==> src/rtl/quire_share_sched.sv <==
// Round-robin scheduler that time-shares one combinational quire adder among
// NUM_REQ dot-product streams. It keeps one quire context per requester and a single-entry result buffer.
module quire_share_sched #(
   parameter int NUM_REQ    = 4,
   parameter int EXP_BITS   = 8,
   parameter int VAL_BITS   = 18,
   parameter int QUIRE_BITS = 64,
   parameter int ID_BITS    = (NUM_REQ > 1) ? $clog2(NUM_REQ) : 1
) (
   input  logic                         clock,
   input  logic                         reset,
   input  logic [NUM_REQ-1:0]           reqValid,
   output logic [NUM_REQ-1:0]           reqReady,
   input  logic [NUM_REQ-1:0]           reqLast,
   input  logic [NUM_REQ-1:0]           reqClear,
   input  logic [NUM_REQ*EXP_BITS-1:0]  reqExp,
   input  logic [NUM_REQ*VAL_BITS-1:0]  reqVal,
   input  logic [NUM_REQ-1:0]           reqSign,
   input  logic [NUM_REQ-1:0]           reqInf,
   output logic [EXP_BITS-1:0]          addExp,
   output logic [VAL_BITS-1:0]          addVal,
   output logic                         addSign,
   output logic                         addInf,
   output logic [QUIRE_BITS-1:0]        addQuireIn,
   input  logic [QUIRE_BITS-1:0]        addQuireOut,
   output logic                         resValid,
   input  logic                         resReady,
   output logic [ID_BITS-1:0]           resId,
   output logic [QUIRE_BITS-1:0]        resQuire
);

   logic [QUIRE_BITS-1:0] ctx [NUM_REQ];
   logic [ID_BITS-1:0]    ptr;

   logic                  slot_free;
   logic [NUM_REQ-1:0]    elig;
   logic                  vld_p0;
   logic [ID_BITS-1:0]    gnt_id_p0;
   logic [ID_BITS-1:0]    src_id_p0;
   logic                  gnt_last_p0;
   logic                  pop;

   // Successor of a requester index with wrap, valid for any NUM_REQ.
   function automatic logic [ID_BITS-1:0] rr_next(input logic [ID_BITS-1:0] id);
      if (int'(id) >= NUM_REQ - 1)
         rr_next = '0;
      else
         rr_next = id + ID_BITS'(1);
   endfunction

   // Stage 0: eligibility, round-robin grant and adder operand mux
   always_comb begin
      slot_free = !resValid || resReady;
      elig      = reqValid & ~reqClear & (~reqLast | {NUM_REQ{slot_free}});
   end

   always_comb begin
      int idx;
      idx       = 0;
      vld_p0    = 1'b0;
      gnt_id_p0 = ptr;
      for (int k = 0; k < NUM_REQ; k++) begin
         idx = int'(ptr) + k;
         if (idx >= NUM_REQ)
            idx = idx - NUM_REQ;
         if (!vld_p0 && elig[ID_BITS'(idx)]) begin
            vld_p0    = 1'b1;
            gnt_id_p0 = ID_BITS'(idx);
         end
      end
      // Nothing is accepted while reset is being applied.
      if (reset)
         vld_p0 = 1'b0;
   end

   always_comb begin
      reqReady = '0;
      if (vld_p0)
         reqReady[gnt_id_p0] = 1'b1;
   end

   // Without a grant the adder still sees a well-defined operand set (slot ptr);
   // its sum is simply not written anywhere.
   assign src_id_p0   = vld_p0 ? gnt_id_p0 : ptr;
   assign gnt_last_p0 = vld_p0 && reqLast[gnt_id_p0];
   assign pop         = resValid && resReady;

   assign addExp     = reqExp[int'(src_id_p0)*EXP_BITS +: EXP_BITS];
   assign addVal     = reqVal[int'(src_id_p0)*VAL_BITS +: VAL_BITS];
   assign addSign    = reqSign[src_id_p0];
   assign addInf     = reqInf[src_id_p0];
   assign addQuireIn = ctx[src_id_p0];

   // Stage 1: context write-back, pointer advance and result buffer
   always_ff @(posedge clock) begin
      if (reset) begin
         for (int i = 0; i < NUM_REQ; i++)
            ctx[i] <= '0;
         ptr      <= '0;
         resValid <= 1'b0;
         resId    <= '0;
         resQuire <= '0;
      end else begin
         for (int i = 0; i < NUM_REQ; i++)
            if (reqClear[i])
               ctx[i] <= '0;
         if (vld_p0) begin
            ptr <= rr_next(gnt_id_p0);
            if (gnt_last_p0) begin
               ctx[gnt_id_p0] <= '0;
               resQuire       <= addQuireOut;
               resId          <= gnt_id_p0;
            end else begin
               ctx[gnt_id_p0] <= addQuireOut;
            end
         end
         // A last term granted in the pop cycle refills the buffer directly.
         if (gnt_last_p0)
            resValid <= 1'b1;
         else if (pop)
            resValid <= 1'b0;
      end
   end

endmodule

==> config.mk <==
export PLATFORM = sky130hd
export DESIGN_NAME = quire_share_sched
export DESIGN_NICKNAME = d
export VERILOG_FILES = /design/src/rtl/quire_share_sched.sv
export SDC_FILE = /design/constraint.sdc
export NUM_CORES = 1
export LEC_CHECK = 0
export CAP_MARGIN = 20
export CORE_MARGIN = 1.5
export CORE_UTILIZATION = 55
export CTS_CLUSTER_SIZE = 40
export DETAILED_ROUTE_END_ITERATION = 6
export PLACE_DENSITY = 0.93
export SYNTH_ARGS = -nofsm -noshare
export SYNTH_HDL_FRONTEND = slang
export SYNTH_SLANG_ARGS = --single-unit
export TNS_END_PERCENT = 20
==> constraint.sdc <==
create_clock -name clock -period 8.95 [get_ports clock]
set_input_delay 2.685 -clock clock [delete_from_list [all_inputs] [get_ports clock]]
set_output_delay 2.685 -clock clock [all_outputs]
set_load 0.02 [all_outputs]
# Yosys cells after proc, flatten, opt, wreduce, memory -nomap -nowiden
# Memory sizes are Yosys's and may differ from the RTL's.
# Index checks and enable logic that the tools add are counted.
[word_totals] regBits=69 ram_bits=256 inputBits=191 output_inout_bits=163 memories=1
[mem_list] name="ctx" words=4 word_bits=64 rd=1 rd_ports_with_merged_regs=0 wr=5 line="32" text="logic [QUIRE_BITS-1:0] ctx [NUM_REQ];"
[classes] n_addsub=8 multipliers=1 magnitude_cmp=12 n_shift=2 n_mux=65 bitwise=10 reduce_logical=13
[op_table] cell="$mux 64" n=5
[op_table] cell="$shiftx 72x8->18" n=1
[op_table] cell="$mux 1" n=41
[op_table] cell="$shiftx 32x6->8" n=1
[op_table] cell="$mux 2" n=10
[op_table] cell="$lt 2x4->1 const B" n=4
[op_table] cell="$bmux 1 s2" n=7
[op_table] cell="$ge 3x3->1 const B" n=3
[op_table] cell="$and 4x4->4" n=2
[op_table] cell="$not 4->4" n=2
[op_table] cell="$sub 2x1->2 const B" n=4
[op_table] cell="$add 2x2->3 const B" n=2
[op_table] cell="$logic_and 1x1->1" n=6
[op_table] cell="$lt 2x3->1 const B" n=2
[op_table] cell="$mul 2x4->6 const B" n=1
[op_table] cell="$or 1x1->1" n=5
[op_table] cell="$logic_not 1->1" n=4
[op_table] cell="$mux 4" n=1
[op_table] cell="$or 4x4->4" n=1
[op_table] cell="$add 2x1->3 const B" n=1
[op_table] cell="$ge 2x3->1 const B" n=1
[op_table] cell="$add 2x1->2 const B" n=1
[op_table] cell="$demux 1 s2" n=1
[op_table] cell="$ge 2x1->1 const B" n=1
[op_table] cell="other kinds (4)" n=4

# Depth between registers and ports, before layout
[depth] depth_word=25 depth_mapped=11 ltp_nobuf=8

# Worst setup path before layout
# OpenSTA, ideal clock, no wires.
[synth_path] path_kind="input to output" start="input port reqClear[0]" end="output port addExp[4]" arrival_time_ns=4.699 required_ns=6.265 slack_ns=1.566 stages=10 n_path_buf=2 cell_sequence="nand2b_1 > o21ai_0 > a21oi_1 > o32ai_4 > inv_2 > nand2_1 > a21boi_1 > buf_2 > buf_2 > mux2i_1"
[synth_rtl] element="start, declared" line="15" text="input logic [NUM_REQ-1:0] reqClear,"
[synth_rtl] element="$not 4->4 *" line="54" text="elig = reqValid & ~reqClear & (~reqLast | {NUM_REQ{slot_free}});"
[synth_rtl] element="$and 4x4->4 * (2 in a row)" line="54"
[synth_rtl] element="$bmux 1 s2" line="66" text="if (!vld_p0 && elig[ID_BITS'(idx)]) begin"
[synth_rtl] element="$mux 1 (implied by the code) (2 in a row)" line="66"
[synth_rtl] element="$mux 1" line="66"
[synth_rtl] element="$logic_not 1->1" line="66"
[synth_rtl] element="$logic_and 1x1->1" line="66"
[synth_rtl] element="$mux 1" line="66"
[synth_rtl] element="$logic_not 1->1" line="66"
[synth_rtl] element="$logic_and 1x1->1" line="66"
[synth_rtl] element="$mux 1" line="66"
[synth_rtl] element="$logic_not 1->1" line="66"
[synth_rtl] element="$logic_and 1x1->1" line="66"
[synth_rtl] element="$mux 2 *" line="66"
[synth_rtl] element="named net gnt_id_p0[1]" line="38" text="logic [ID_BITS-1:0] gnt_id_p0;"
[synth_rtl] element="$mux 2 *" line="84" text="assign src_id_p0 = vld_p0 ? gnt_id_p0 : ptr;"
[synth_rtl] element="$shiftx 32x6->8 *" line="88" text="assign addExp = reqExp[int'(src_id_p0)*EXP_BITS +: EXP_BITS];"
[synth_rtl] element="end, declared" line="20" text="output logic [EXP_BITS-1:0] addExp,"
# The timed path passes the listed nets; every way through them passes the cells marked *. The select of a mux whose other input is x is not followed.

# Final worst setup path
[layout_path] start="input port resReady" end="output port addQuireIn[37]"
[layout_rtl] element="start, declared" line="27" text="input logic resReady,"
[layout_rtl] element="$logic_or 1x1->1 *" line="53" text="slot_free = !resValid || resReady;"
[layout_rtl] element="$or 4x4->4 *" line="54"
[layout_rtl] element="$and 4x4->4 *" line="54"
[layout_rtl] element="$bmux 1 s2" line="66"
[layout_rtl] element="$mux 1 (implied by the code) (2 in a row)" line="66"
[layout_rtl] element="$mux 1" line="66"
[layout_rtl] element="$logic_not 1->1" line="66"
[layout_rtl] element="$logic_and 1x1->1" line="66"
[layout_rtl] element="[2 not listed]"
[layout_rtl] element="$logic_and 1x1->1" line="66"
[layout_rtl] element="$mux 1" line="66"
[layout_rtl] element="$logic_not 1->1" line="66"
[layout_rtl] element="$logic_and 1x1->1" line="66"
[layout_rtl] element="$mux 2 *" line="66"
[layout_rtl] element="named net gnt_id_p0[0]" line="38"
[layout_rtl] element="$mux 2 *" line="84"
[layout_rtl] element="$mem_v2 4x64 *"
[layout_rtl] element="end, declared" line="24" text="output logic [QUIRE_BITS-1:0] addQuireIn,"
# Marks and branches as above.

==> results.tsv <==
metric	value	unit
status	completed	
synth_ff_type	edfxtp_1	
synthesis.area	16100	sq um
portBuffers	353	
tns	0	ns
hold_class	flop to flop	
core	28800	sq um
yosys-top-cells-area	edfxtp_1 48%, mux2i_1 21%, dfxtp_1 8.6%	
firstDrtPassIters	5	
rows	62	
ctsResizeCount	0	
fin_crit_sh	97.4	%
power.sequential.fraction	39.7	%
setup_viol	0	
final_cell_mix	350 x clkdlybuf4s50_1, 341 x mux2i_1, 256 x edfxtp_1	
drive_gt1_share	6.11	%
hold_end	resQuire[9]$_SDFFE_PP0P_	
powerDensity	224	nW/um^2
routed_wl	43100	um
yosysTopAreaCellShare	47.8	%
synth_fa_ha_area_share	0.311	%
worst-endpoint-required	6.27	ns
cts_buffer_depth	3	
antenna_left	0	
yosys.cell_types.count	43	
fmax	0.115	GHz
cts_buffers	35	
grt.overflow.total	0	
cell_internal_pwr	3300	uW
switching_share	30.0	%
vias	11200	
synth_top_family_by_area	multiplexers	
clock_sinks	325	
synth_warnings	0	
nFillCells	1896	
synth_edf_count	256	
h-tree-depth	2	
grt_pass1_vias	11700	
r2r_end	ctx[2][22]$_SDFFCE_PN0P_	
die-area	30300	sq um
hpwl	26400	um
ys_ff_latch	325	
cp_data_arrival_time	6.03	ns
drt-initial-drc-count	653	
rr_worst_depth	8	
maxSlewHeadroom	28.8	%
ir_worst_vdd	0.172	mV
min-delay-start	resQuire[9]$_SDFFE_PP0P_	
yosysSeqAreaShare	56.4	%
muxShareOfSynthArea	21.4	%
hold_path_depth	2	
cts_tree	done	
grt_usage	28.0	%
antenna_found_initial	4	
area.growth.synth_to_final	30.7	%
slew_viol_final	0	
pin_count	354	
clk_pin_slew_worst_paths	0.06	ns
power.switching	1420	uW
crit_type	input pin to output pin	
critPathLaunchType	input pin	
postSynthAreaPerCell	13.0	sq um
fin_skew	0.0333	ns
power_leakage	0.00993	uW
tightest_slew	1.07	ns
rsz0062_at_grt	false	
drc	0	
cts_root_buffer	clkbuf_16	
grt_pass1_wl	65400	um
placed_cells	1891	
die_height	174	um
cts_hold_buf	0	
start_util	55.9	%
grt_start_max_net_pins	138	
layout_commonest_cell	clkdlybuf4s50_1	
nets	1740	
post-cts-setup-buffers	0	
synth-simple-area-share	16.5	%
synth_nets	1430	
async_flop_share	0	%
r2r-start	ptr[1]$_SDFFE_PP0P_	
synth_top_area_cell	edfxtp_1	
wl_per_cell	22.0	um
fin_crit	8.72	ns
syn_inst	1235	
crit_path_end_kind	output pin	
whs	0.476	ns
cp_max_fo	43	
comb_power_share	29.6	%
stdcell_count	1959	
clk_latency	0.52	ns
gp_congestion	0.845	
maxCapViolCount	0	
die_w	174	um
avgViaCountPerCell	5.71	
hold_violations	0	
synth_compound_area_share	1.52	%
synth_xor_area_share	0	%
r2r_setup_slack	5.28	ns
pwr-share-clk	30.8	%
-- flip-flops by register name, indices dropped and copies added, names as in the netlist --
name	cells
ctx	256
resQuire	64
ptr	2
resId	2
resValid	1
-- critical path: stages --
cell             delay [ns]
clkdlybuf4s50_1        0.53
and3b_1                0.25
or4_1                  0.44
o211a_2                0.18
nand2_2                0.11
inv_2                  0.08
mux2i_4                0.21
buf_12                 0.34
buf_12                 0.22
mux2i_1                0.09
mux2i_1                0.17
clkdlybuf4s50_1        0.66
-- cells by family (layout without fill, tap and decap cells) --
| logic type | count (synthesis) | count (layout) |
|---|---|---|
| adder cells (fa/ha/maj) | 4 | 4 |
| flip-flops | 325 | 325 |
| AO/OA/AOI/OAI | 30 | 30 |
| other | 0 | 3 |
| buffers and inverters | 106 | 443 |
| AND/OR/NAND/NOR | 428 | 428 |
| multiplexers | 342 | 342 |
-- through the flow --
step | setup slack, ns | power [uW] | area, sq um | util, %
6_report | 0.234 | 4720 | 21000 | 73.0
3_5_place_dp | 0.246 | 3290 | 19800 | 68.9
4_1_cts | 0.243 | 4740 | 21000 | 73.0
2_1_floorplan | 1.57 | 2720 | 16100 | -
5_1_grt | 0.0230 | 4870 | 21000 | 73.0
3_3_place_gp | 0.337 | 3250 | 19800 | 68.9
-- cells in the mapped netlist (all sizes together) (2+ instances only) --
cell / n
mux2i: 342
edfxtp: 256
and3: 192
nand2b: 135
and2: 70
dfxtp: 69
buf: 58
clkbuf: 44
nand2: 7
a21oi: 6
o21ai: 6
nand3: 5
nor2: 5
a211o: 4
and3b: 4
ha: 4
inv: 4
a21boi: 2
nor3: 2
nor3b: 2
o211ai: 2
o22ai: 2
or2: 2
-- area by class of cell --
type                       count  area, sq um  area share, %
timing repair buffer         375         3830           18.2
antenna                        3         7.51         0.0357
inverter                       4         15.0         0.0714
tap                          384          480           2.29
multi-input combinational    804         6470           30.8
clock buffer                  47          973           4.63
sequential                   325         9070           43.1
clock inverter                17          183          0.869
-- power by group through the flow --
stage / logic (uW) / registers (uW) / clock network [uW]
2_1_floorplan: 786 / 1930 / 0
3_5_place_dp: 1390 / 1900 / 0
4_1_cts: 1400 / 1870 / 1470
3_3_place_gp: 1360 / 1890 / 0
6_report: 1390 / 1870 / 1450
5_1_grt: 1470 / 1890 / 1520
-- metal layers --
metal | track usage (%) | vias to the layer above | part of all wire [%]
met5 | 0 | - | 0
met4 | 12.5 | 0 | 3.7
met3 | 5.95 | 95 | 6.9
met2 | 51.6 | 453 | 52
met1 | 30.9 | 5478 | 37
li1 | - | 5151 | -
-- how the worst max path moves through the flow --
stage                      startpoint        endpoint  slack (ns)  cells after the start
after detailed placement     resReady  addQuireIn[58]        0.25                     11
after global placement       resReady       addExp[7]        0.34                     11
after global routing         resReady      addVal[15]        0.02                     11
after floorplan           reqClear[0]       addExp[4]        1.57                     10
after CTS                    resReady  addQuireIn[39]        0.24                     11
final                        resReady  addQuireIn[37]        0.23                     12
Note: power is estimated with default switching activity, not from simulation.
